<file path="src/rtl/shift_in_deserializer_pkg.sv">
// Shared definitions for the serial receive path.
// The default frame width is also used by the transmit-side shifter, so both
// ends of the link agree on frame size.
package shift_in_deserializer_pkg;

    localparam int DEFAULT_WIDTH = 4;

    // Receiver FSM encoding
    localparam logic [0:0] ST_IDLE  = 1'b0;
    localparam logic [0:0] ST_SHIFT = 1'b1;

    // Decision for the double-buffered output stage in one cycle
    typedef struct packed {
        logic load;      // completed word goes into data_out
        logic consume;   // consumer takes the current word
        logic ovr_set;   // completed word is dropped
    } buf_ctrl_t;

    // A completed word loads when the buffer is empty or being drained in
    // the same cycle; otherwise it is dropped and overrun is flagged.
    function automatic buf_ctrl_t buf_decide(input logic complete,
                                             input logic valid,
                                             input logic ready);
        buf_ctrl_t c;
        c.consume = valid & ready;
        c.load    = complete & (~valid | ready);
        c.ovr_set = complete & valid & ~ready;
        return c;
    endfunction

endpackage

</file>
<file path="src/rtl/shift_in_deserializer_sipo.sv">
// Serial-in parallel-out shift register. New bits enter at the MSB and move
// right, so after WIDTH shifts bit 0 holds the first bit received.
module sipo_shift_reg
    import shift_in_deserializer_pkg::*;
#(
    parameter int WIDTH = DEFAULT_WIDTH
) (
    input  logic             clk,
    input  logic             areset,
    input  logic             shift_en,
    input  logic             clr,
    input  logic             sin,
    output logic [WIDTH-1:0] q
);

    logic [WIDTH-1:0] sr_q;
    logic [WIDTH-1:0] sr_d;

    // Next value: clear has priority over a shift
    always_comb begin
        sr_d = sr_q;
        if (clr) begin
            sr_d = '0;
        end else if (shift_en) begin
            sr_d = {sin, sr_q[WIDTH-1:1]};
        end
    end

    // Register with asynchronous reset
    always_ff @(posedge clk or posedge areset) begin
        if (areset) begin
            sr_q <= '0;
        end else begin
            sr_q <= sr_d;
        end
    end

    assign q = sr_q;

endmodule

</file>
<file path="src/rtl/shift_in_deserializer.sv">
// Serial-to-parallel receiver. Collects WIDTH bits LSB first, one per ena
// strobe, framed by a start marker on bit 0, and hands each completed word
// to the consumer through a single-entry valid/ready output buffer.
module shift_in_deserializer
    import shift_in_deserializer_pkg::*;
#(
    parameter int WIDTH = DEFAULT_WIDTH
) (
    input  logic             clk,
    input  logic             areset,
    input  logic             ena,
    input  logic             sin,
    input  logic             start,
    input  logic             ready,
    input  logic             clr_ovr,
    output logic [WIDTH-1:0] data_out,
    output logic             valid,
    output logic             busy,
    output logic             overrun,
    output logic             resync
);

    localparam int CNT_W = $clog2(WIDTH + 1);
    localparam logic [CNT_W-1:0] CNT_ONE  = CNT_W'(1);
    localparam logic [CNT_W-1:0] CNT_LAST = CNT_W'(WIDTH - 1);

    logic [0:0]       state_q, state_d;
    logic [CNT_W-1:0] count_q, count_d;
    logic [WIDTH-1:0] data_q, data_d;
    logic             valid_q, valid_d;
    logic             overrun_q, overrun_d;
    logic             resync_q, resync_d;

    logic             capture;
    logic             complete;
    logic [WIDTH-1:0] sr;
    logic [WIDTH-1:0] word;
    buf_ctrl_t        bctl;

    sipo_shift_reg #(
        .WIDTH (WIDTH)
    ) u_sr (
        .clk      (clk),
        .areset   (areset),
        .shift_en (capture),
        .clr      (complete),
        .sin      (sin),
        .q        (sr)
    );

    // The word as it will look including the bit being sampled this cycle
    assign word = {sin, sr[WIDTH-1:1]};

    // Frame FSM and bit counter; a start inside a frame restarts it at bit 0
    always_comb begin
        state_d  = state_q;
        count_d  = count_q;
        capture  = 1'b0;
        complete = 1'b0;
        resync_d = 1'b0;
        if (state_q == ST_IDLE) begin
            if (ena && start) begin
                capture = 1'b1;
                count_d = CNT_ONE;
                state_d = ST_SHIFT;
            end
        end else begin
            if (ena) begin
                capture = 1'b1;
                if (start) begin
                    count_d  = CNT_ONE;
                    resync_d = 1'b1;
                end else if (count_q == CNT_LAST) begin
                    complete = 1'b1;
                    count_d  = '0;
                    state_d  = ST_IDLE;
                end else begin
                    count_d = count_q + CNT_ONE;
                end
            end
        end
    end

    // Output buffer and sticky overrun; a new overrun beats clr_ovr
    always_comb begin
        bctl      = buf_decide(complete, valid_q, ready);
        data_d    = data_q;
        valid_d   = valid_q;
        if (bctl.load) begin
            data_d  = word;
            valid_d = 1'b1;
        end else if (bctl.consume) begin
            valid_d = 1'b0;
        end
        overrun_d = bctl.ovr_set | (overrun_q & ~clr_ovr);
    end

    // State registers, all cleared by the asynchronous reset
    always_ff @(posedge clk or posedge areset) begin
        if (areset) begin
            state_q   <= ST_IDLE;
            count_q   <= '0;
            data_q    <= '0;
            valid_q   <= 1'b0;
            overrun_q <= 1'b0;
            resync_q  <= 1'b0;
        end else begin
            state_q   <= state_d;
            count_q   <= count_d;
            data_q    <= data_d;
            valid_q   <= valid_d;
            overrun_q <= overrun_d;
            resync_q  <= resync_d;
        end
    end

    assign data_out = data_q;
    assign valid    = valid_q;
    assign busy     = (state_q == ST_SHIFT);
    assign overrun  = overrun_q;
    assign resync   = resync_q;

endmodule

</file>
<file path="config.mk">
export PLATFORM = sky130hd
export DESIGN_NAME = shift_in_deserializer
export DESIGN_NICKNAME = d
export VERILOG_FILES = /design/src/rtl/shift_in_deserializer_pkg.sv /design/src/rtl/shift_in_deserializer_sipo.sv /design/src/rtl/shift_in_deserializer.sv
export SDC_FILE = /design/constraint.sdc
export NUM_CORES = 1
export LEC_CHECK = 0
export CAP_MARGIN = 10
export CORE_MARGIN = 2
export CORE_UTILIZATION = 30
export CTS_CLUSTER_DIAMETER = 100
export CTS_CLUSTER_SIZE = 20
export DETAILED_ROUTE_END_ITERATION = 8
export PLACE_DENSITY = 0.53
export SYNTH_ARGS = -nofsm -noshare
export SYNTH_HDL_FRONTEND = slang
export SYNTH_SLANG_ARGS = --single-unit
</file>
<file path="constraint.sdc">
create_clock -name clk -period 1.85 [get_ports clk]
set_clock_uncertainty 0.05 [all_clocks]
set_input_delay 0.37 -clock clk [delete_from_list [all_inputs] [get_ports clk]]
set_output_delay 0.37 -clock clk [all_outputs]
set_load 0.005 [all_outputs]
</file>
; Word-level counts from Yosys, hierarchy flattened
; Cells that the tools add are included.
[totals]
elab_cells = 48
ff_bits = 15
inputBits = 7
out_inout_bits = 8
[classes]
n_eq_ne = 2
bitwise = 10
n_reduce_logical = 5
mux = 23
addsub = 1
[op_table]
columns = operator, n
row1 = $mux 1, 16
row2 = $mux 3, 5
row3 = $mux 4, 2
row4 = $reduce_bool 2->1, 3
row5 = $and 1x1->1, 5
row6 = $add 3x1->3 const B, 1
row7 = $eq 3x2->1 const B, 1
row8 = $not 1->1, 3
row9 = $ne 2x2->1 const B, 1
row10 = $or 1x1->1, 2
row11 = $reduce_and 2->1, 1
row12 = $logic_and 1x1->1, 1

; Depth between registers and ports, before layout
[depth]
depth_word = 8
depth_mapped = 4
ltp_nobuf = 4

; By module
; Synthesis repeated with hierarchy kept, for this count alone.
[hier_totals]
cells_unflattened = 52
area_unflattened_um2 = 646.9
[modules_own_cells]
columns = module, seq_area_each_um2, cells_per_inst, n_inst, area_per_inst_um2
row1 = shift_in_deserializer, 275.3, 38, 1, 483.0
row2 = sipo_shift_reg, 100.1, 14, 1, 163.9

; Worst setup path after synthesis
; No wires, ideal clock.
[synth_path]
path_kind = register to register
start = register count_q[0]
end = register data_q[3], in the netlist data_out[3]
stages_incl_launch_ff = 5
synth_period_minus_slack_ns = 1.630
setup_time_ns = 0.125
t_required_ns = 1.675
path_slack_ns = 0.220
t_arrival_ns = 1.456
path_buffers = 0
path_cell_list = dfrtp_1 ha_1 or2b_1 nor4b_4 mux2_2
[synth_via]
elab_chain_len = 6
[synth_rtl]
columns = element, line
row1 = from (decl), shift_in_deserializer.sv:28  ; logic [CNT_W-1:0] count_q, count_d;
row2 = from (signal assigned), shift_in_deserializer.sv:109  ; count_q <= count_d;
row3 = $eq 3x2->1, shift_in_deserializer.sv:73  ; end else if (count_q == CNT_LAST) begin
row4 = $mux 1, shift_in_deserializer.sv:73
row5 = $mux 1, shift_in_deserializer.sv:70  ; if (start) begin
row6 = $mux 1, shift_in_deserializer.sv:68  ; if (ena) begin
row7 = $mux 1, shift_in_deserializer.sv:61  ; if (state_q == ST_IDLE) begin
row8 = $and 1x1->1, shift_in_deserializer_pkg.sv:26  ; c.load = complete & (~valid | ready);
row9 = to (signal assigned), shift_in_deserializer.sv:110  ; data_q <= data_d;
row10 = to (decl), shift_in_deserializer.sv:29  ; logic [WIDTH-1:0] data_q, data_d;
; No other way between the ends.
; A chain may end at the register's enable or synchronous reset.

; Worst setup path after layout
[layout_path]
start = register state_q, in the netlist busy
end = output busy
[layout_lines]
columns = element, line
row1 = from (decl), shift_in_deserializer.sv:27  ; logic [0:0] state_q, state_d;
row2 = from (signal assigned), shift_in_deserializer.sv:108  ; state_q <= state_d;
row3 = to (decl), shift_in_deserializer.sv:18  ; output logic busy,
; No word-level cell between the ends.

==> load_flow_metrics.sql <==
INSERT INTO impl_metrics (metric_group, metric, value, unit) VALUES
('run_status', 'outcome', 'completed', ''),
('global_route', 'global_route.usage.total', '10.9', '%'),
('clocking', 'cts.hold.buffers_added', '0', ''),
('layout', 'footprint_of_the_flip_flops_and_latches', '350', 'um^2'),
('placed_design', 'port_buffers', '14', ''),
('placed_design', 'dp_hpwl', '881', 'um'),
('layout', 'commonest_non_fill_non_tap_cells_in_the_layout', 'sky130_fd_sc_hd__dfrtp_1, sky130_fd_sc_hd__clkdlybuf4s50_1, sky130_fd_sc_hd__nand2_1', ''),
('timing', 'fin_crit_sh', '92.4', '%'),
('timing', 'timing.max_slew.rel_slack', '65.2', '%'),
('yosys', 'post_synth_mux_area_share', '7.38', '%'),
('clocking', 'clock_path_buffers', '2', ''),
('clocking', 'cts_post_setup_buffers_inserted', '0', ''),
('critical_path', 'ff2ff_path_depth', '4', ''),
('timing', 'timing.hold.ws', '0.375', 'ns'),
('timing', 'timing_worst_slew_pin_value', '0.521', 'ns'),
('routing', 'drt_first_pass_iters', '2', ''),
('layout', 'flow.area_growth_from_synthesis', '37.7', '%'),
('power_and_ir_drop', 'leakage', '0.385', 'nW'),
('yosys', 'simple_logic_cell_fraction_of_the_synthesized_area', '17.0', '%'),
('yosys', 'top_cells_by_area_synth', 'sky130_fd_sc_hd__dfrtp_1, sky130_fd_sc_hd__mux2_2, sky130_fd_sc_hd__nand2_1, sky130_fd_sc_hd__o21ai_0, sky130_fd_sc_hd__nor4b_4', ''),
('yosys', 'netlist.area_leader.share', '57.4', '%'),
('clocking', 'number_of_buffers_inserted_during_clock_tree_synthesis', '3', ''),
('clocking', 'clk_transition_reported_paths', '0.08', 'ns'),
('yosys', 'synth_top_family_by_area', 'simple AND/OR/NAND/NOR gates', ''),
('yosys', 'ys_types', '20', ''),
('layout', 'multi_input_gate_area', '234', 'um^2'),
('clocking', 'clock_latency_at_the_later_pin_of_the_worst_skew_pair', '0.27', 'ns'),
('die', 'dieHeight', '49.1', 'um'),
('yosys', 'ys_seq_elements', '14', ''),
('job', 'cap_viol_max_count', '0', ''),
('timing', 'rsz0062_at_grt', 'false', ''),
('timing', 'final_total_negative_setup_slack', '0', 'ns'),
('global_route', 'grt_first_pass_wirelength', '1.98', 'mm'),
('yosys', 'synth_area', '611', 'um^2'),
('timing', 'layout_min_cycle_time', '1.71', 'ns'),
('critical_path', 'startpoint', 'busy$_DFF_PP0_', ''),
('critical_path', 'critPathTopFamily', 'buffers and inverters', ''),
('yosys', 'synth_compound_gate_area_share', '11.9', '%'),
('layout', 'fill_cell_total_of_the_finished_layout', '212', ''),
('routing', 'final_antenna_net_count', '0', ''),
('global_route', 'grt_max_degree', '15', ''),
('die', 'num_io_pins', '15', ''),
('routing', 'totalWireLength', '1.16', 'mm'),
('critical_path', 'worstSetupPathDepth', '1', ''),
('clocking', 'clkSinkCount', '14', ''),
('global_route', 'via_count_of_the_first_global_routing_pass', '441', ''),
('layout', 'diodes_inserted', '0', ''),
('critical_path', 'worst-endpoint-required', '1.43', 'ns'),
('placed_design', 'routabilityCongestion', '0.780', ''),
('clocking', 'ctsResizeCount', '0', ''),
('routing', 'detail_route.wl_per_cell', '11.3', 'um'),
('yosys', 'synth_fa_ha_area_share', '2.05', '%'),
('global_route', 'grt_overflow_total', '0', ''),
('critical_path', 'timing.critical_path.from_type', 'flop', ''),
('yosys', 'synthXorXnorAreaFrac', '0', '%'),
('die', 'die_width', '49.1', 'um'),
('layout', 'design.final.nets', '86', ''),
('yosys', 'netlist_instances', '54', ''),
('critical_path', 'timing.setup.critical_path_class', 'reg -> out', ''),
('critical_path', 'highest_cell_delay_on_the_worst_timing_path', '0.54', 'ns'),
('die', 'placeableCoreArea', '1940', 'um^2'),
('routing', 'vias_per_cell', '4.37', ''),
('yosys', 'synth_nets', '62', ''),
('timing', 'fmax', '0.585', 'GHz'),
('timing', 'report.final.setup_viol', '0', ''),
('die', 'floorplan_row_count', '16', ''),
('critical_path', 'path_max_fanout', '8', ''),
('critical_path', 'worstPathArrival', '1.29', 'ns'),
('hold_path', 'worstHoldPathType', 'in -> async', ''),
('clocking', 'h_tree_depth', '1', ''),
('global_route', 'number_of_antenna_violations_at_the_first_check_in_global_routing', '0', '');
==> sequential cells by signal, summed over array words and instances, names as in the netlist <==
register / count
busy: 1
count_q: 3
data_out: 4
overrun: 1
resync: 1
u_sr.q: 3
valid: 1
==> through the flow <==
step,instances,setup WS [ns],area (um^2),util [%],power [mW]
2_1_floorplan,54,0.220,611,-,0.626
3_3_place_gp,100,-0.0349,818,42.1,0.819
3_5_place_dp,100,-0.0362,818,42.1,0.825
4_1_cts,103,0.126,841,43.3,1.00
5_1_grt,103,0.0248,841,43.3,1.06
6_report,103,0.141,841,43.3,0.982
==> area by class of cell <==
cell class                 count  share of cell area, %
inverter                       4                   1.79
timing repair buffer          20                   22.0
tap                           27                   4.02
clock buffer                   3                   2.68
multi-input combinational     35                   27.8
sequential                    14                   41.7
==> power breakdown <==
group | leakage (nW) | total, mW | internal [mW] | switching (mW)
Sequential | 0.178 | 0.467 | 0.401 | 0.0656
Clock | 0.0138 | 0.167 | 0.0754 | 0.0915
Combinational | 0.193 | 0.348 | 0.218 | 0.130
Total | 0.385 | 0.982 | 0.695 | 0.287
==> worst paths after layout <==
check	end	slack [ns]
worst max-delay path	busy	0.14
min in group clk	u_sr.q[1]$_DFFE_PP0P_	0.44
worst max register to register	data_out[0]$_DFFE_PP0P_	0.14
max in group asynchronous	resync$_DFF_PP0_	1.03
worst min register to register	u_sr.q[1]$_DFFE_PP0P_	0.44
worst min-delay path	data_out[1]$_DFFE_PP0P_	0.37
==> metal layers <==
metal / GRT usage [%] / part of all wire, %
met1: 14.4 / 51
met2: 15.3 / 43
met3: 5.21 / 5.5
met4: 4.29 / 0.77
met5: 0 / 0
==> synthesized netlist by cell type <==
cell type and count:
sky130_fd_sc_hd__buf_6 1, sky130_fd_sc_hd__dfrtp_1 14, sky130_fd_sc_hd__nand2_2 1, sky130_fd_sc_hd__or2b_1 1, sky130_fd_sc_hd__nor3_1 1, sky130_fd_sc_hd__nand2_1 10
sky130_fd_sc_hd__a32o_1 1, sky130_fd_sc_hd__a21oi_1 1, sky130_fd_sc_hd__o21ai_0 6, sky130_fd_sc_hd__and3_1 1, sky130_fd_sc_hd__o21a_1 2, sky130_fd_sc_hd__a31oi_1 1
sky130_fd_sc_hd__nor2_1 1, sky130_fd_sc_hd__ha_1 1, sky130_fd_sc_hd__mux2_2 4, sky130_fd_sc_hd__inv_1 4, sky130_fd_sc_hd__o22ai_1 1, sky130_fd_sc_hd__nand2b_1 1
sky130_fd_sc_hd__nor4b_4 1, sky130_fd_sc_hd__or3_2 1
==> cell families (layout without fill, tap and decap cells) <==
family	after synthesis	count (layout)
compound gates	12	12
fa+ha+maj	1	1
buf+inv	5	27
flops	14	14
mux	4	4
simple gates	18	18
Power figures use the tool's default switching activity.
==> RTL change 1, RTL diff (same settings) <==
`data_q` no longer has a reset.
--- a/src/rtl/shift_in_deserializer.sv
+++ b/src/rtl/shift_in_deserializer.sv
@@ -100,18 +100,20 @@
         if (areset) begin
             state_q   <= ST_IDLE;
             count_q   <= '0;
-            data_q    <= '0;
             valid_q   <= 1'b0;
             overrun_q <= 1'b0;
             resync_q  <= 1'b0;
         end else begin
             state_q   <= state_d;
             count_q   <= count_d;
-            data_q    <= data_d;
             valid_q   <= valid_d;
             overrun_q <= overrun_d;
             resync_q  <= resync_d;
         end
+    end
+
+    always_ff @(posedge clk) begin
+        data_q <= data_d;
     end
 
     assign data_out = data_q;
Behaviour: differs if areset is asserted again (counterexample within 10 cycles, from zero or initial values and one cycle with areset high); with areset held inactive, the same outputs for 10 cycles.
==> RTL change 1 against the original RTL <==
  * Sequential cell count stayed put
  * Setup slack got worse by 0.017 ns
  * Via count down 9.8%
  * Wire length shrank 19%
  * Area after synthesis is 7.0% lower
  * Cell area fell by 6.0%
Power is not compared: it rests on default switching activity, and its combinational part moved more than twofold at a synthesized area within 25%.
==> RTL change 1: results (changes against the original RTL) <==
- Met3 WL: 58 um (-9.4%)
- Async S/R FF share, synth: 71.4% (-29 points)
- DRT Pass-1 Iters: 4 (+2)
- Clock Latency Late Sink: 0.27 ns (about the same)
- Via count: 406 (-9.8%)
- WL met1: 481 um (-18%)
- Initial DRC count: 2 (-3)
- Global-route wire length before repair: 1610 um (-19%)
- Netlist cell types: 22 (+10%)
- Total track usage: 10.7% (-0.27 points)
- Nets: 77 (-10%)
- Placer Congestion: 0.750 (-3.8%)
- Commonest cells post-synth: dfrtp_1 (10), nand2_1 (7), edfxtp_1 (4), o21ai_0 (4), inv_1 (3)
- Outcome: complete, no violations
- Number of global-route vias before repair: 361 (-18%)
- Sequential fraction of the synthesis area: 65.2% (+7.8 points)
- Routed WL per cell: 10.1 um (-10%)
- Relative slew slack: 74.7% (+9.5 points)
- # fillers: 173 (-18%)
- Share of post-route cells with drive strength above 1: 16.2% (-4.9 points)
- Post-synthesis net count: 55 (-11%)
- GRT met2 Usage: 14.1% (-1.3 points)
- Largest net degree at the start of global routing: 11 (-4)
- Top post-synthesis cells by area: dfrtp_1 (44%), edfxtp_1 (21%), nand2_1 (4.6%)
- GR Layer Usage met3: 3.40% (-1.8 points)
[RTL change 1: changes by cell type in the layout (fill, tap and decap cells not counted), moves of 2 or more]
cell | unedited run | this run
dfrtp_1 | 14 | 10
mux2_2 | 4 | 0
nand2_1 | 10 | 7
o21ai_0 | 6 | 4
edfxtp_1 | 0 | 4
buf_4 | 6 | 4
[RTL change 1: per-stage QoR]
stage	std cells	instance area, um2	setup slack (ns)	util (%)	power, uW
CTS	93	791	0.112	45.3	734
global placement	89	764	0.110	43.8	560
finish	93	791	0.124	45.3	724
floorplan	47	568	0.437	-	486
detailed placement	89	764	0.0932	43.8	560
global route	93	791	0.0457	45.3	778
[RTL change 1: final timing paths]
path | from | end | slack (ns) | cells past startpoint
max | busy | busy | 0.12 | 1
min | areset | resync | 0.31 | 2
max reg2reg | count_q[0] | data_out[3] | 0.40 | 4
min reg2reg | u_sr.q[1] | data_out[0] | 0.41 | 0
max in group asynchronous | areset | busy | 1.16 | 2
min in group clk | u_sr.q[1] | data_out[0] | 0.41 | 0
[RTL change 1: layout make-up]
cell class | count | area, um2 | area share, %
multi-input combinational | 29 | 181 | 22.9
tap | 25 | 31.3 | 3.96
timing repair buffer | 18 | 170 | 21.5
inverter | 3 | 11.3 | 1.42
clock inverter | 1 | 3.75 | 0.475
clock buffer | 3 | 22.5 | 2.85
sequential | 14 | 370 | 46.8
[RTL change 1: kinds of logic after synthesis]
| family | Yosys count | share of synthesized area (%) |
|---|---|---|
| buf+inv | 4 | 2.86 |
| simple gates | 16 | 14.3 |
| flops | 14 | 65.2 |
| compound gates | 12 | 15.4 |
| fa+ha+maj | 1 | 2.20 |
==> RTL change 2, RTL diff (same flow settings) <==
Without the edit above. `DEFAULT_WIDTH`: 4 -> 8.
--- a/src/rtl/shift_in_deserializer_pkg.sv
+++ b/src/rtl/shift_in_deserializer_pkg.sv
@@ -3,7 +3,7 @@
 // ends of the link agree on frame size.
 package shift_in_deserializer_pkg;
 
-    localparam int DEFAULT_WIDTH = 4;
+    localparam int DEFAULT_WIDTH = 8;
 
     // Receiver FSM encoding
     localparam logic [0:0] ST_IDLE  = 1'b0;
Ports: changed (resized data_out); port bits go from 15 to 19. No check against the original RTL was run, so the function may have changed too.
==> RTL change 2 against the original RTL <==
  * Cell count grew 37%
  * Cell area grew 51%
  * Power grew 8.3%
  * Sequential cell count grew 9
  * Synthesized cell count grew 33%
  * Area after synthesis grew 68%
  * Combinational power shrank 41%
  * Wire length grew 46%
  * Setup slack lost 0.033 ns
==> RTL change 2: results (changes against the original RTL) <==
- Outcome: complete, no violations
- Largest stage delay, worst path: 0.42 ns (-0.12 ns)
- Relative slew slack: 69.9% (+4.7 points)
- Flip-flop count of the largest register after layout: 8 (+4)
- Nets: 104 (+21%)
- Placed Cells: 137 (+37%)
- Global-route wire length before repair: 3130 um (+58%)
- Vias per cell: 4.45 (+1.8%)
- Sequential fraction of the synthesis area: 56.2% (-1.1 points)
- Port Buffer Count: 18 (+4)
- Post-Syn Area per Cell: 14.2 um2 (+26%)
- Initial DRC count: 9 (+4)
- Combinational share of power: 19.4% (-16 points)
- R2r endpoint: data_out[6]
- Total Power: 1060 uW (+8.3%)
- DRT Pass-1 Iters: 4 (+2)
- Post-synthesis net count: 80 (+29%)
- Top post-synthesis cells by area: dfrtp_1 (56%), mux2_4 (12%), a22o_1 (6.8%)
- Netlist cell types: 26 (+30%)
- Critical path's slowest cell: dfrtp_1
- Clk pwr: 225 uW (+35%)
- Max FO, Critical Path: 8 (unchanged)
- Number of global-route vias before repair: 651 (+48%)
- Routed WL per cell: 12.0 um (+6.3%)
- R2R setup slack: 0.11 ns (-0.03 ns)
- CP top delay family: simple AND/OR/NAND/NOR gates
- Total track usage: 10.0% (-0.93 points)
- Via count: 627 (+39%)
- Lkg Pwr: 0.000580 uW (+51%)
- WHS: 0.345 ns (-0.0292 ns)
- Commonest cells post-synth: dfrtp_1 (23), a22o_1 (8), mux2_4 (8), nand2_1 (4)
- Post-DP HPWL: 1240 um (+40%)
[RTL change 2: cell count changes after synthesis, sizes merged, moves of 2 or more]
| cell | change |
|---|---|
| and3b | +2 |
| a22o | +9 |
| dfrtp | +9 |
| buf | +3 |
| o21a | -2 |
| nand2 | -7 |
| a22oi | +2 |
| o21ai | -2 |
| mux2 | +4 |
[RTL change 2: worst max-delay path by stage]
| stage | startpoint | endpoint | slack [ns] | depth (start not counted) |
|---|---|---|---|---|
| 2_1_floorplan | count_q[0] | data_out[0] | 0.22 | 5 |
| 3_3_place_gp | start | data_out[6] | -0.08 | 4 |
| 3_5_place_dp | start | data_out[6] | -0.09 | 4 |
| 4_1_cts | busy | busy | 0.09 | 1 |
| 5_1_grt | count_q[0] | u_sr.q[7] | 0.01 | 5 |
| 6_report | count_q[0] | data_out[6] | 0.11 | 4 |
[RTL change 2: area by class of cell]
class / instances / area (um2)
inverters: 3 / 11.3
flip-flops and latches: 23 / 577
clock inverters: 1 / 5.00
multi-input cells: 42 / 383
clock buffers: 3 / 22.5
repair buffers: 23 / 218
well taps: 46 / 57.6
fillers: 357 / 2040
[RTL change 2: stage by stage]
step	TNS (ns)	area, um2
6_report	0	1270
5_1_grt	0	1270
4_1_cts	0	1270
3_5_place_dp	-0.678	1240
3_3_place_gp	-0.587	1240
2_1_floorplan	0	1020
[RTL change 2: kinds of logic after synthesis]
group	count (synthesis)	synth area share [%]
compound gates	19	14.5
fa+ha+maj	1	1.22
buf+inv	7	6.36
flops	23	56.2
mux	8	11.7
simple gates	14	9.90
[RTL change 2: routing by layer]
metal | global-route usage, % | up-vias | routed length, um
li1 | - | 312 | -
met1 | 13.4 | 299 | 820
met2 | 15.7 | 14 | 781
met3 | 3.24 | 2 | 77
met4 | 2.50 | 0 | 14
met5 | 0 | - | 0
